--- config.mk ---
export PLATFORM = sky130hd
export DESIGN_NAME = input_conditioner_flat
export DESIGN_NICKNAME = d
export VERILOG_FILES = /design/src/rtl/input_conditioner_if.sv /design/src/rtl/input_conditioner.sv /design/src/flat_wrapper.sv
export SDC_FILE = /design/constraint.sdc
export NUM_CORES = 1
export LEC_CHECK = 0
export ABC_AREA = 1
export CORE_AREA = 8 8 136 138
export DETAILED_ROUTE_END_ITERATION = 10
export DIE_AREA = 0 0 144 146
export PLACE_DENSITY_LB_ADDON = 0.15
export SYNTH_ARGS = -nofsm -noshare
export SYNTH_HDL_FRONTEND = slang
export SYNTH_SLANG_ARGS = --single-unit
--- constraint.sdc ---
create_clock -name clk -period 3.8 [get_ports clk]
set_clock_uncertainty 0.2 [all_clocks]
set_input_delay 0.95 -clock clk [delete_from_list [all_inputs] [get_ports clk]]
set_output_delay 0.95 -clock clk [all_outputs]
set_load 0.005 [all_outputs]
--- src/rtl/input_conditioner_if.sv ---
// input_conditioner_if: the raw board inputs, the card-availability mask and
// the conditioned outputs of the input conditioner, grouped as one bundle.
// master: the board side, which drives the raw levels and card_avail.
// slave: the conditioner, which drives the pulses and the selection.
// Signalling: level and pulse signals only, with no handshake. Each pulse_* is
// high for one clk cycle per accepted press. sel_* are registered levels.
interface input_conditioner_if;
    logic       btnCenter;
    logic       btnTop;
    logic       btnBottom;
    logic       btnLeft;
    logic       btnRight;
    logic [8:0] sw;
    logic [8:0] card_avail;
    logic       pulse_center;
    logic       pulse_top;
    logic       pulse_bottom;
    logic       pulse_left;
    logic       pulse_right;
    logic       sel_valid;
    logic [8:0] sel_onehot;
    logic [3:0] sel_index;

    modport master (
        output btnCenter, btnTop, btnBottom, btnLeft, btnRight, sw, card_avail,
        input  pulse_center, pulse_top, pulse_bottom, pulse_left, pulse_right,
        input  sel_valid, sel_onehot, sel_index
    );

    modport slave (
        input  btnCenter, btnTop, btnBottom, btnLeft, btnRight, sw, card_avail,
        output pulse_center, pulse_top, pulse_bottom, pulse_left, pulse_right,
        output sel_valid, sel_onehot, sel_index
    );
endinterface

--- src/rtl/input_conditioner.sv ---
// input_conditioner: synchronises and debounces the five board buttons into
// single prioritised press pulses, and turns the card-select switch bank into
// a validated one-hot / 1..9 index selection.
// Optional feature macro: SW_DEBOUNCE_EN. When it is defined, the switch vector
// is debounced with one shared counter. When it is undefined, the synchronised
// switches feed the selection logic directly.
module input_conditioner #(
    parameter int DEBOUNCE_CYCLES = 1000000,
    parameter int CNT_W           = 20
) (
    input logic                 clk,
    input logic                 reset_n,
    input_conditioner_if.slave  bus
);

    localparam logic [CNT_W-1:0] CNT_MAX = CNT_W'(DEBOUNCE_CYCLES - 1);

    // Button bit order is also the pulse priority, with bit 0 the highest:
    // bottom, center, top, left, right.
    logic [4:0]       btn_raw;
    logic [4:0]       btn_sync1;
    logic [4:0]       btn_sync2;
    logic [4:0]       btn_stable;
    logic [4:0]       btn_stable_q;
    logic [4:0]       btn_rise;
    logic [4:0]       pulse_q;
    logic [CNT_W-1:0] btn_cnt [5];

    assign btn_raw = {bus.btnRight, bus.btnLeft, bus.btnTop, bus.btnCenter, bus.btnBottom};

    // Only a 0->1 change of the debounced level counts as a press.
    assign btn_rise = btn_stable & ~btn_stable_q;

    // Button synchronisers, per-button debounce and the one-hot priority pulse.
    // stable resets to 1, so a button held through reset must first be released.
    always_ff @(posedge clk or negedge reset_n) begin
        if (!reset_n) begin
            btn_sync1    <= '0;
            btn_sync2    <= '0;
            btn_stable   <= '1;
            btn_stable_q <= '1;
            pulse_q      <= '0;
            for (int i = 0; i < 5; i++) begin
                btn_cnt[i] <= '0;
            end
        end else begin
            btn_sync1    <= btn_raw;
            btn_sync2    <= btn_sync1;
            btn_stable_q <= btn_stable;
            // The lowest set bit wins. Presses that lose are dropped, not queued.
            pulse_q      <= btn_rise & (~btn_rise + 5'd1);
            for (int i = 0; i < 5; i++) begin
                if (btn_sync2[i] == btn_stable[i]) begin
                    btn_cnt[i] <= '0;
                end else if (btn_cnt[i] == CNT_MAX) begin
                    btn_stable[i] <= btn_sync2[i];
                    btn_cnt[i]    <= '0;
                end else begin
                    btn_cnt[i] <= btn_cnt[i] + 1'b1;
                end
            end
        end
    end

    assign bus.pulse_bottom = pulse_q[0];
    assign bus.pulse_center = pulse_q[1];
    assign bus.pulse_top    = pulse_q[2];
    assign bus.pulse_left   = pulse_q[3];
    assign bus.pulse_right  = pulse_q[4];

    logic [8:0] sw_sync1;
    logic [8:0] sw_sync2;
    logic [8:0] sw_stable;

    // Switch-bank two-flop synchroniser.
    always_ff @(posedge clk or negedge reset_n) begin
        if (!reset_n) begin
            sw_sync1 <= '0;
            sw_sync2 <= '0;
        end else begin
            sw_sync1 <= bus.sw;
            sw_sync2 <= sw_sync1;
        end
    end

`ifdef SW_DEBOUNCE_EN
    logic [CNT_W-1:0] sw_cnt;

    // Shared switch debounce. A difference between the two synchroniser stages
    // means the synced vector changes on this edge, so the count restarts.
    // Once the count saturates, the synced value is loaded every cycle.
    always_ff @(posedge clk or negedge reset_n) begin
        if (!reset_n) begin
            sw_cnt    <= '0;
            sw_stable <= '0;
        end else if (sw_sync1 != sw_sync2) begin
            sw_cnt <= '0;
        end else if (sw_cnt == CNT_MAX) begin
            sw_stable <= sw_sync2;
        end else begin
            sw_cnt <= sw_cnt + 1'b1;
        end
    end
`else
    assign sw_stable = sw_sync2;
`endif

    logic       sw_single;
    logic       sel_valid_d;
    logic [3:0] sel_index_d;

    // Selection decode. card_avail is synchronous to clk and is used directly.
    always_comb begin
        sw_single   = (sw_stable != 9'd0) && ((sw_stable & (sw_stable - 9'd1)) == 9'd0);
        sel_valid_d = sw_single && ((sw_stable & bus.card_avail) != 9'd0);
        sel_index_d = 4'd0;
        for (int i = 0; i < 9; i++) begin
            if (sw_stable[i]) begin
                sel_index_d = 4'(i + 1);
            end
        end
    end

    logic       sel_valid_q;
    logic [8:0] sel_onehot_q;
    logic [3:0] sel_index_q;

    // Registered selection outputs. They are forced to zero when the selection is invalid.
    always_ff @(posedge clk or negedge reset_n) begin
        if (!reset_n) begin
            sel_valid_q  <= 1'b0;
            sel_onehot_q <= '0;
            sel_index_q  <= '0;
        end else begin
            sel_valid_q  <= sel_valid_d;
            sel_onehot_q <= sel_valid_d ? sw_stable : 9'd0;
            sel_index_q  <= sel_valid_d ? sel_index_d : 4'd0;
        end
    end

    assign bus.sel_valid  = sel_valid_q;
    assign bus.sel_onehot = sel_onehot_q;
    assign bus.sel_index  = sel_index_q;

endmodule

--- src/flat_wrapper.sv ---
// flat-port wrapper written by rule: the top's interface ports become plain ports
module input_conditioner_flat 
#(
    parameter int DEBOUNCE_CYCLES = 1000000,
    parameter int CNT_W           = 20
)
  (clk, reset_n, bus_btnCenter, bus_btnTop, bus_btnBottom, bus_btnLeft, bus_btnRight, bus_sw, bus_card_avail, bus_pulse_center, bus_pulse_top, bus_pulse_bottom, bus_pulse_left, bus_pulse_right, bus_sel_valid, bus_sel_onehot, bus_sel_index);
  input_conditioner_if bus_i ();
  input logic clk;
  input logic reset_n;
  input wire logic [$bits(bus_i.btnCenter)-1:0] bus_btnCenter;
  input wire logic [$bits(bus_i.btnTop)-1:0] bus_btnTop;
  input wire logic [$bits(bus_i.btnBottom)-1:0] bus_btnBottom;
  input wire logic [$bits(bus_i.btnLeft)-1:0] bus_btnLeft;
  input wire logic [$bits(bus_i.btnRight)-1:0] bus_btnRight;
  input wire logic [$bits(bus_i.sw)-1:0] bus_sw;
  input wire logic [$bits(bus_i.card_avail)-1:0] bus_card_avail;
  output wire logic [$bits(bus_i.pulse_center)-1:0] bus_pulse_center;
  output wire logic [$bits(bus_i.pulse_top)-1:0] bus_pulse_top;
  output wire logic [$bits(bus_i.pulse_bottom)-1:0] bus_pulse_bottom;
  output wire logic [$bits(bus_i.pulse_left)-1:0] bus_pulse_left;
  output wire logic [$bits(bus_i.pulse_right)-1:0] bus_pulse_right;
  output wire logic [$bits(bus_i.sel_valid)-1:0] bus_sel_valid;
  output wire logic [$bits(bus_i.sel_onehot)-1:0] bus_sel_onehot;
  output wire logic [$bits(bus_i.sel_index)-1:0] bus_sel_index;
  assign bus_i.btnCenter = bus_btnCenter;
  assign bus_i.btnTop = bus_btnTop;
  assign bus_i.btnBottom = bus_btnBottom;
  assign bus_i.btnLeft = bus_btnLeft;
  assign bus_i.btnRight = bus_btnRight;
  assign bus_i.sw = bus_sw;
  assign bus_i.card_avail = bus_card_avail;
  assign bus_pulse_center = bus_i.pulse_center;
  assign bus_pulse_top = bus_i.pulse_top;
  assign bus_pulse_bottom = bus_i.pulse_bottom;
  assign bus_pulse_left = bus_i.pulse_left;
  assign bus_pulse_right = bus_i.pulse_right;
  assign bus_sel_valid = bus_i.sel_valid;
  assign bus_sel_onehot = bus_i.sel_onehot;
  assign bus_sel_index = bus_i.sel_index;
  input_conditioner #(.DEBOUNCE_CYCLES(DEBOUNCE_CYCLES), .CNT_W(CNT_W)) u_core (.clk(clk), .reset_n(reset_n), .bus(bus_i));
endmodule
==> out/results.ini, run 1 <==
[global_routing]
met3_usage_pct = 4.199
grt_pass1_vias = 5032
grt_usage_pct = 14.03
grt_pass1_wl_mm = 23.54
grt_use_met2_pct = 22.00
grt-ovfl-total = 0
grt_max_degree = 65
grt.busiest_layer = met2
antenna_found_initial = 0
grt_use_met1_pct = 18.10

[cts]
cts_hold_buf = 0
cts_setup_buffers = 0
cts_max_path_buffers = 2
cts_tree = done
htreeDepth = 4
cts.repair.resized = 0
clk_pin_slew_worst_paths_ns = 0.06
insertion_delay_ns = 0.42
clock-sinks = 157
cts-root-buf = clkbuf_16
cts_buffers = 17

[finish]
layout.nets = 954
final_common_cell = nor2_1
nFillCells = 1534
diodes = 0
regArea_mm2 = 0.003941
final_cell_mix = nor2_1, nand2_1, dfrtp_1
syn_to_final_growth_pct = 17.64
instances_no_fill = 1157
multiInputGateArea_mm2 = 0.002875
layout-drive-gt1-share_pct = 7.150

[routing]
drc = 0
totalWireLength_mm = 13.92
via_count = 5290
wl_per_cell_um = 12.03
drt_iter0_markers = 252
ant_nets = 0
firstDrtPassIters = 5
viasPerCell = 4.572

[timing]
hold_viol_final = 0
finalMaxSlewViolations = 0
finalCriticalPeriod_ns = 2.419
rsz0062_at_grt = false
setup_ws_ns = 1.381
max_freq_ghz = 0.4134
worstMarginPinSlew_ns = 0.5784
setup_viol = 0
post-route-period-util_pct = 63.65
setup_tns_ns = 0
slew_headroom_pct = 61.44

[critical_path]
cp_cell_sequence = clkdlybuf4s50_1
path_class = register to output port
worstSetupEndpointType = output port
critPathLaunchType = register
cp_top_family = buffers and inverters
crit_fanout = 1
worst-path-buf-inv = 1
arrival_ns = 1.27
slowest_delay_ns = 0.53
slowest_stage = clkdlybuf4s50_1
critPathRequiredTime_ns = 2.65

[power]
power.total_w = 0.003458
p_leak_nw = 3.723
power.density_mw_per_mm2 = 406.8
ir_drop_uv = 330.7

[synthesis]
synth-xor-area-share_pct = 6.061
syn_area_mm2 = 0.007226
synthCells = 862
yosysWarnings = 0
yosys.area.top_type_share_pct = 50.91
synthMuxAreaShare_pct = 0
syn_area_per_cell_um2 = 8.382
ys_seq_area_share_pct = 54.55
ys_types = 32
synth_top_family_by_area = simple AND/OR/NAND/NOR gates
synth.area.top_cells = dfrtp_1, nor2_1, nand2_1, inv_1, xor2_1
synth-compound-area-share_pct = 2.078
yosys.area.top_type = dfrtp_1
synth_simple_gate_area_share_pct = 30.79
synthAdderAreaFrac_pct = 0.8658
synth_seq_cells = 157
synthesis.nets = 892

[die]
rows = 47
die_y_um = 146
core_mm2 = 0.01629
initial_core_util_pct = 44.36
dieArea_mm2 = 0.02102
die_w_um = 144
ios = 44

[job]
cap_violations = 0

[place]
gp_congestion = 0.8224
port_buffers = 43
dp_hpwl_mm = 10.01
preCtsSetupSlack_ns = 1.338
dp.cells = 1125

[run_status]
outcome = complete, no violations

[worst_hold_path]
hold_class = register to register

-- metal layers --
| layer | wire [um] | part of all wire (%) |
|---|---|---|
| met1 | 6982 | 50 |
| met2 | 6125 | 44 |
| met3 | 629 | 4.5 |
| met4 | 182 | 1.3 |
| met5 | 0 | 0 |
-- worst reg2reg max path, stage by stage, from the launching register on --
cell and delay, ns:
dfrtp_1 0.36, ha_1 0.17, nand2_1 0.09, nor2_1 0.15
nand2_1 0.12, inv_1 0.09, nand3_1 0.11, nand2_1 0.34
inv_1 0.14, nand2_1 0.09, nor2_1 0.04
-- kinds of logic after synthesis --
| logic type | Yosys count |
|---|---|
| compound gates | 28 |
| xor+xnor | 50 |
| buf+inv | 105 |
| fa+ha+maj | 5 |
| simple gates | 517 |
| flops | 157 |
-- power by group --
group | total, W | switching (W) | internal (W)
Clock | 0.00161 | 0.000646 | 0.000961
Combinational | 0.000128 | 0.0000798 | 0.0000484
Sequential | 0.00172 | 0.0000212 | 0.00170
Total | 0.00346 | 0.000747 | 0.00271
-- worst paths after layout --
check	start	to	cells past startpoint	slack (ns)
max	u_core.pulse_q[3]$_DFF_PN0_	bus_pulse_left	1	1.38
min reg2reg	u_core.sw_sync1[3]$_DFF_PN0_	u_core.sw_stable[3]$_DFF_PN0_	0	0.14
min in group asynchronous	reset_n	u_core.btn_cnt[75]$_DFF_PN0_	1	0.31
max in group asynchronous	reset_n	u_core.btn_stable_q[2]$_DFF_PN1_	2	2.28
min	u_core.sw_sync1[3]$_DFF_PN0_	u_core.sw_stable[3]$_DFF_PN0_	0	0.14
max reg2reg	u_core.btn_cnt[40]$_DFF_PN0_	u_core.btn_cnt[59]$_DFF_PN0_	10	1.79
-- flip-flops by register name, indices dropped and copies added, names as in the netlist --
signal,count
u_core.pulse_q,5
u_core.btn_cnt,100
u_core.btn_stable,5
u_core.btn_sync1,5
u_core.bus.sel_valid,1
u_core.sw_stable,9
u_core.btn_stable_q,5
u_core.btn_sync2,5
u_core.bus.sel_onehot,9
u_core.bus.sel_index,4
u_core.sw_sync1,9
-- synthesized netlist by cell type --
library cell	count
buf_6	1
and2_2	1
nand2_1	169
nor2_4	1
nor2_2	9
a31oi_1	2
nor3_1	45
nor4b_1	1
and2_1	1
nor2_1	204
o21ai_1	1
buf_4	2
nand4_1	17
a21boi_1	1
a21oi_1	18
nor3b_1	7
dfrtp_1	147
xor2_1	41
dfstp_2	10
inv_1	100
o21ai_0	4
nor3_2	3
or2_2	1
and3_1	1
nand2_2	4
inv_2	2
nand3b_1	1
xnor2_1	9
nand3_1	49
ha_1	5
o21bai_1	2
nand3_2	3
-- area by class of cell --
class / count / share of cell area (%)
timing repair buffer: 46 / 5.490
sequential: 157 / 46.36
tap: 220 / 3.238
multi-input combinational: 600 / 33.82
clock buffer: 20 / 5.137
inverter: 102 / 4.504
clock inverter: 12 / 1.442
-- per-stage QoR --
step	hold slack [ns]	util, %	area [um2]
global route	0.1495	52.19	8501
global placement	0.1318	48.75	7941
detailed placement	0.1358	48.75	7941
floorplan	0.1312	-	7226
CTS	0.1411	52.19	8501
finish	0.1429	52.19	8501
Note: power is estimated with default switching activity, not from simulation.
==> run 2, diff against run 1 <==
clock period = 2.35 ns   (was 3.8 ns; I/O delays follow)
==> run 2 against run 1 <==
Effect of this change: non-clock buffer count grew 4; global-route usage up 0.51 points; critical path depth did not move; combinational power up 70%; worst hold slack better by 0.00091 ns; utilization is 0.25 points higher; register-to-register slack worse by 1.3 ns; power up 61%; largest power group unchanged.
==> out/results.ini, run 2 (synthesis gave the netlist of run 1 again) <==
[timing]
finalMaxSlewViolations = 0  ; unchanged
rsz0062_at_grt = false
setup_tns_ns = 0  ; unchanged
worstMarginPinSlew_ns = 0.4764  ; -0.1019 ns
max_freq_ghz = 0.4855
post-route-period-util_pct = 87.64
setup_ws_ns = 0.2904  ; -1.091 ns
hold_viol_final = 0  ; unchanged
finalCriticalPeriod_ns = 2.060
setup_viol = 0  ; unchanged
slew_headroom_pct = 67.99  ; +6.6 points

[global_routing]
grt_max_degree = 48  ; -26%
grt_pass1_vias = 5306  ; +5.4%
grt_pass1_wl_mm = 24.53  ; +4.2%
grt_usage_pct = 14.54  ; +0.51 points
grt-ovfl-total = 0  ; unchanged
antenna_found_initial = 0  ; unchanged

[power]
ir_drop_uv = 511.0  ; +54%
clock_power_share_pct = 46.1  ; -0.4 points
swShare_pct = 21.96  ; +0.35 points
p_leak_nw = 3.739  ; +0.42%
power.internal_w = 0.004344  ; +60%
seqPwrFrac_pct = 50.0  ; +0.2 points
power.density_mw_per_mm2 = 651.8  ; +60%
p_switching_w = 0.001222  ; +64%
pwr-share-comb_pct = 3.9  ; +0.2 points

[finish]
layout.nets = 958  ; +0.42%
largest-register = u_core.btn_cnt
diodes = 0  ; unchanged
layout-drive-gt1-share_pct = 7.439  ; +0.29 points
final_cell_mix = nor2_1, nand2_1, dfrtp_1
final_common_cell = nor2_1
largest_reg_flops = 100  ; unchanged
final_area_mm2 = 0.008541  ; +0.47%
fin_util_pct = 52.43  ; +0.25 points
syn_to_final_growth_pct = 18.20

[critical_path]
rr_worst_depth = 9  ; -1
crit_fanout = 1  ; unchanged
r2r_end = u_core.btn_cnt[53]$_DFF_PN0_
worstSetupEndpointType = output port
critPathLaunchType = register
critPathRequiredTime_ns = 1.56  ; -1.09 ns
slowest_delay_ns = 0.54  ; about the same
r2r_start = u_core.btn_cnt[40]$_DFF_PN0_
cp_cell_sequence = clkdlybuf4s50_1
arrival_ns = 1.27  ; about the same
worst-path-buf-inv = 1  ; unchanged
path_class = register to output port
cp.depth = 1  ; unchanged
setup.worst_path.start = u_core.pulse_q[4]$_DFF_PN0_
rrSetupSlack_ns = 0.47  ; -1.32 ns
cp_top_family = buffers and inverters
slowest_stage = clkdlybuf4s50_1

[worst_hold_path]
hold_class = register to register
min_to = u_core.sw_stable[2]$_DFF_PN0_
whs_path_depth = 0  ; unchanged
hp-start = u_core.sw_sync1[2]$_DFF_PN0_

[routing]
wl_per_cell_um = 12.23  ; +1.6%
ant_nets = 0  ; unchanged
drc = 0  ; unchanged
totalWireLength_mm = 14.20  ; +2.0%
drt_iter0_markers = 293  ; +16%
firstDrtPassIters = 5  ; unchanged
viasPerCell = 4.699  ; +2.8%
via_count = 5456  ; +3.1%

[die]
die_w_um = 144  ; unchanged
die_y_um = 146  ; unchanged
ios = 44  ; unchanged
dieArea_mm2 = 0.02102  ; unchanged
rows = 47  ; unchanged
initial_core_util_pct = 44.36  ; unchanged
core_mm2 = 0.01629  ; unchanged

[cts]
insertion_delay_ns = 0.42  ; about the same
htreeDepth = 4  ; unchanged
clk_pin_slew_worst_paths_ns = 0.06  ; about the same
cts_setup_buffers = 0  ; unchanged
cts-root-buf = clkbuf_16
cts_buffers = 17  ; unchanged
cts.repair.resized = 0  ; unchanged
cts_tree = done
cts_hold_buf = 1  ; +1
cts_max_path_buffers = 2  ; unchanged
clock-sinks = 157  ; unchanged

[place]
preCtsSetupSlack_ns = 0.2038  ; -1.134 ns
gp_congestion = 0.8372  ; +1.8%
port_buffers = 43  ; unchanged
place_area_mm2 = 0.007976  ; +0.44%
dp_hpwl_mm = 10.43  ; +4.1%

[run_status]
outcome = complete, no violations

[job]
cap_violations = 0  ; unchanged

run 2: cell types whose count changed in the layout (fill, tap and decap cells not counted), sizes merged:
| cell | change |
|---|---|
| clkinv | -2 |
| clkbuf | +2 |
| dlygate4sd3 | +1 |
| clkinvlp | +1 |
| buf | +3 |
| bufinv | -1 |
run 2: final cells by class:
cell class / count / area [um2]
fill: 1581 / 7749
timing repair buffer: 50 / 511.7
sequential: 157 / 3941
clock buffer: 22 / 464.2
clock inverter: 10 / 90.09
tap: 220 / 275.3
multi-input combinational: 600 / 2875
inverter: 102 / 382.9
run 2: worst max path at each step:
stage / end / slack [ns]
4_1_cts: bus_pulse_right / 0.26
5_1_grt: bus_pulse_right / 0.22
2_1_floorplan: u_core.btn_cnt[53]$_DFF_PN0_ / 0.71
3_5_place_dp: u_core.bus.sel_onehot[1]$_DFF_PN0_ / 0.20
3_3_place_gp: u_core.bus.sel_index[0]$_DFF_PN0_ / 0.27
6_report: bus_pulse_right / 0.29
run 2: metrics by stage:
step | instances | hold slack (ns) | power (W)
2_1_floorplan | 862 | 0.09191 | 0.002915
3_3_place_gp | 1128 | 0.1321 | 0.003055
5_1_grt | 1161 | 0.1531 | 0.005793
3_5_place_dp | 1128 | 0.1347 | 0.003057
4_1_cts | 1161 | 0.1488 | 0.005665
6_report | 1161 | 0.1438 | 0.005567
run 2: routing by layer:
| metal | global-route usage (%) | share of wire [%] | vias to the layer above |
|---|---|---|---|
| met5 | 0 | 0 | - |
| met4 | 6.260 | 1.5 | 0 |
| met3 | 3.510 | 3.9 | 18 |
| met2 | 22.45 | 45 | 86 |
| met1 | 19.00 | 50 | 2515 |
| li1 | - | - | 2837 |
run 2: power by group through the flow:
stage          combinational [W]  sequential [W]  clock, W
2_1_floorplan          0.0000913         0.00282         0
3_3_place_gp            0.000222         0.00283         0
3_5_place_dp            0.000223         0.00283         0
4_1_cts                 0.000226         0.00279   0.00265
5_1_grt                 0.000256         0.00279   0.00275
6_report                0.000218         0.00279   0.00256
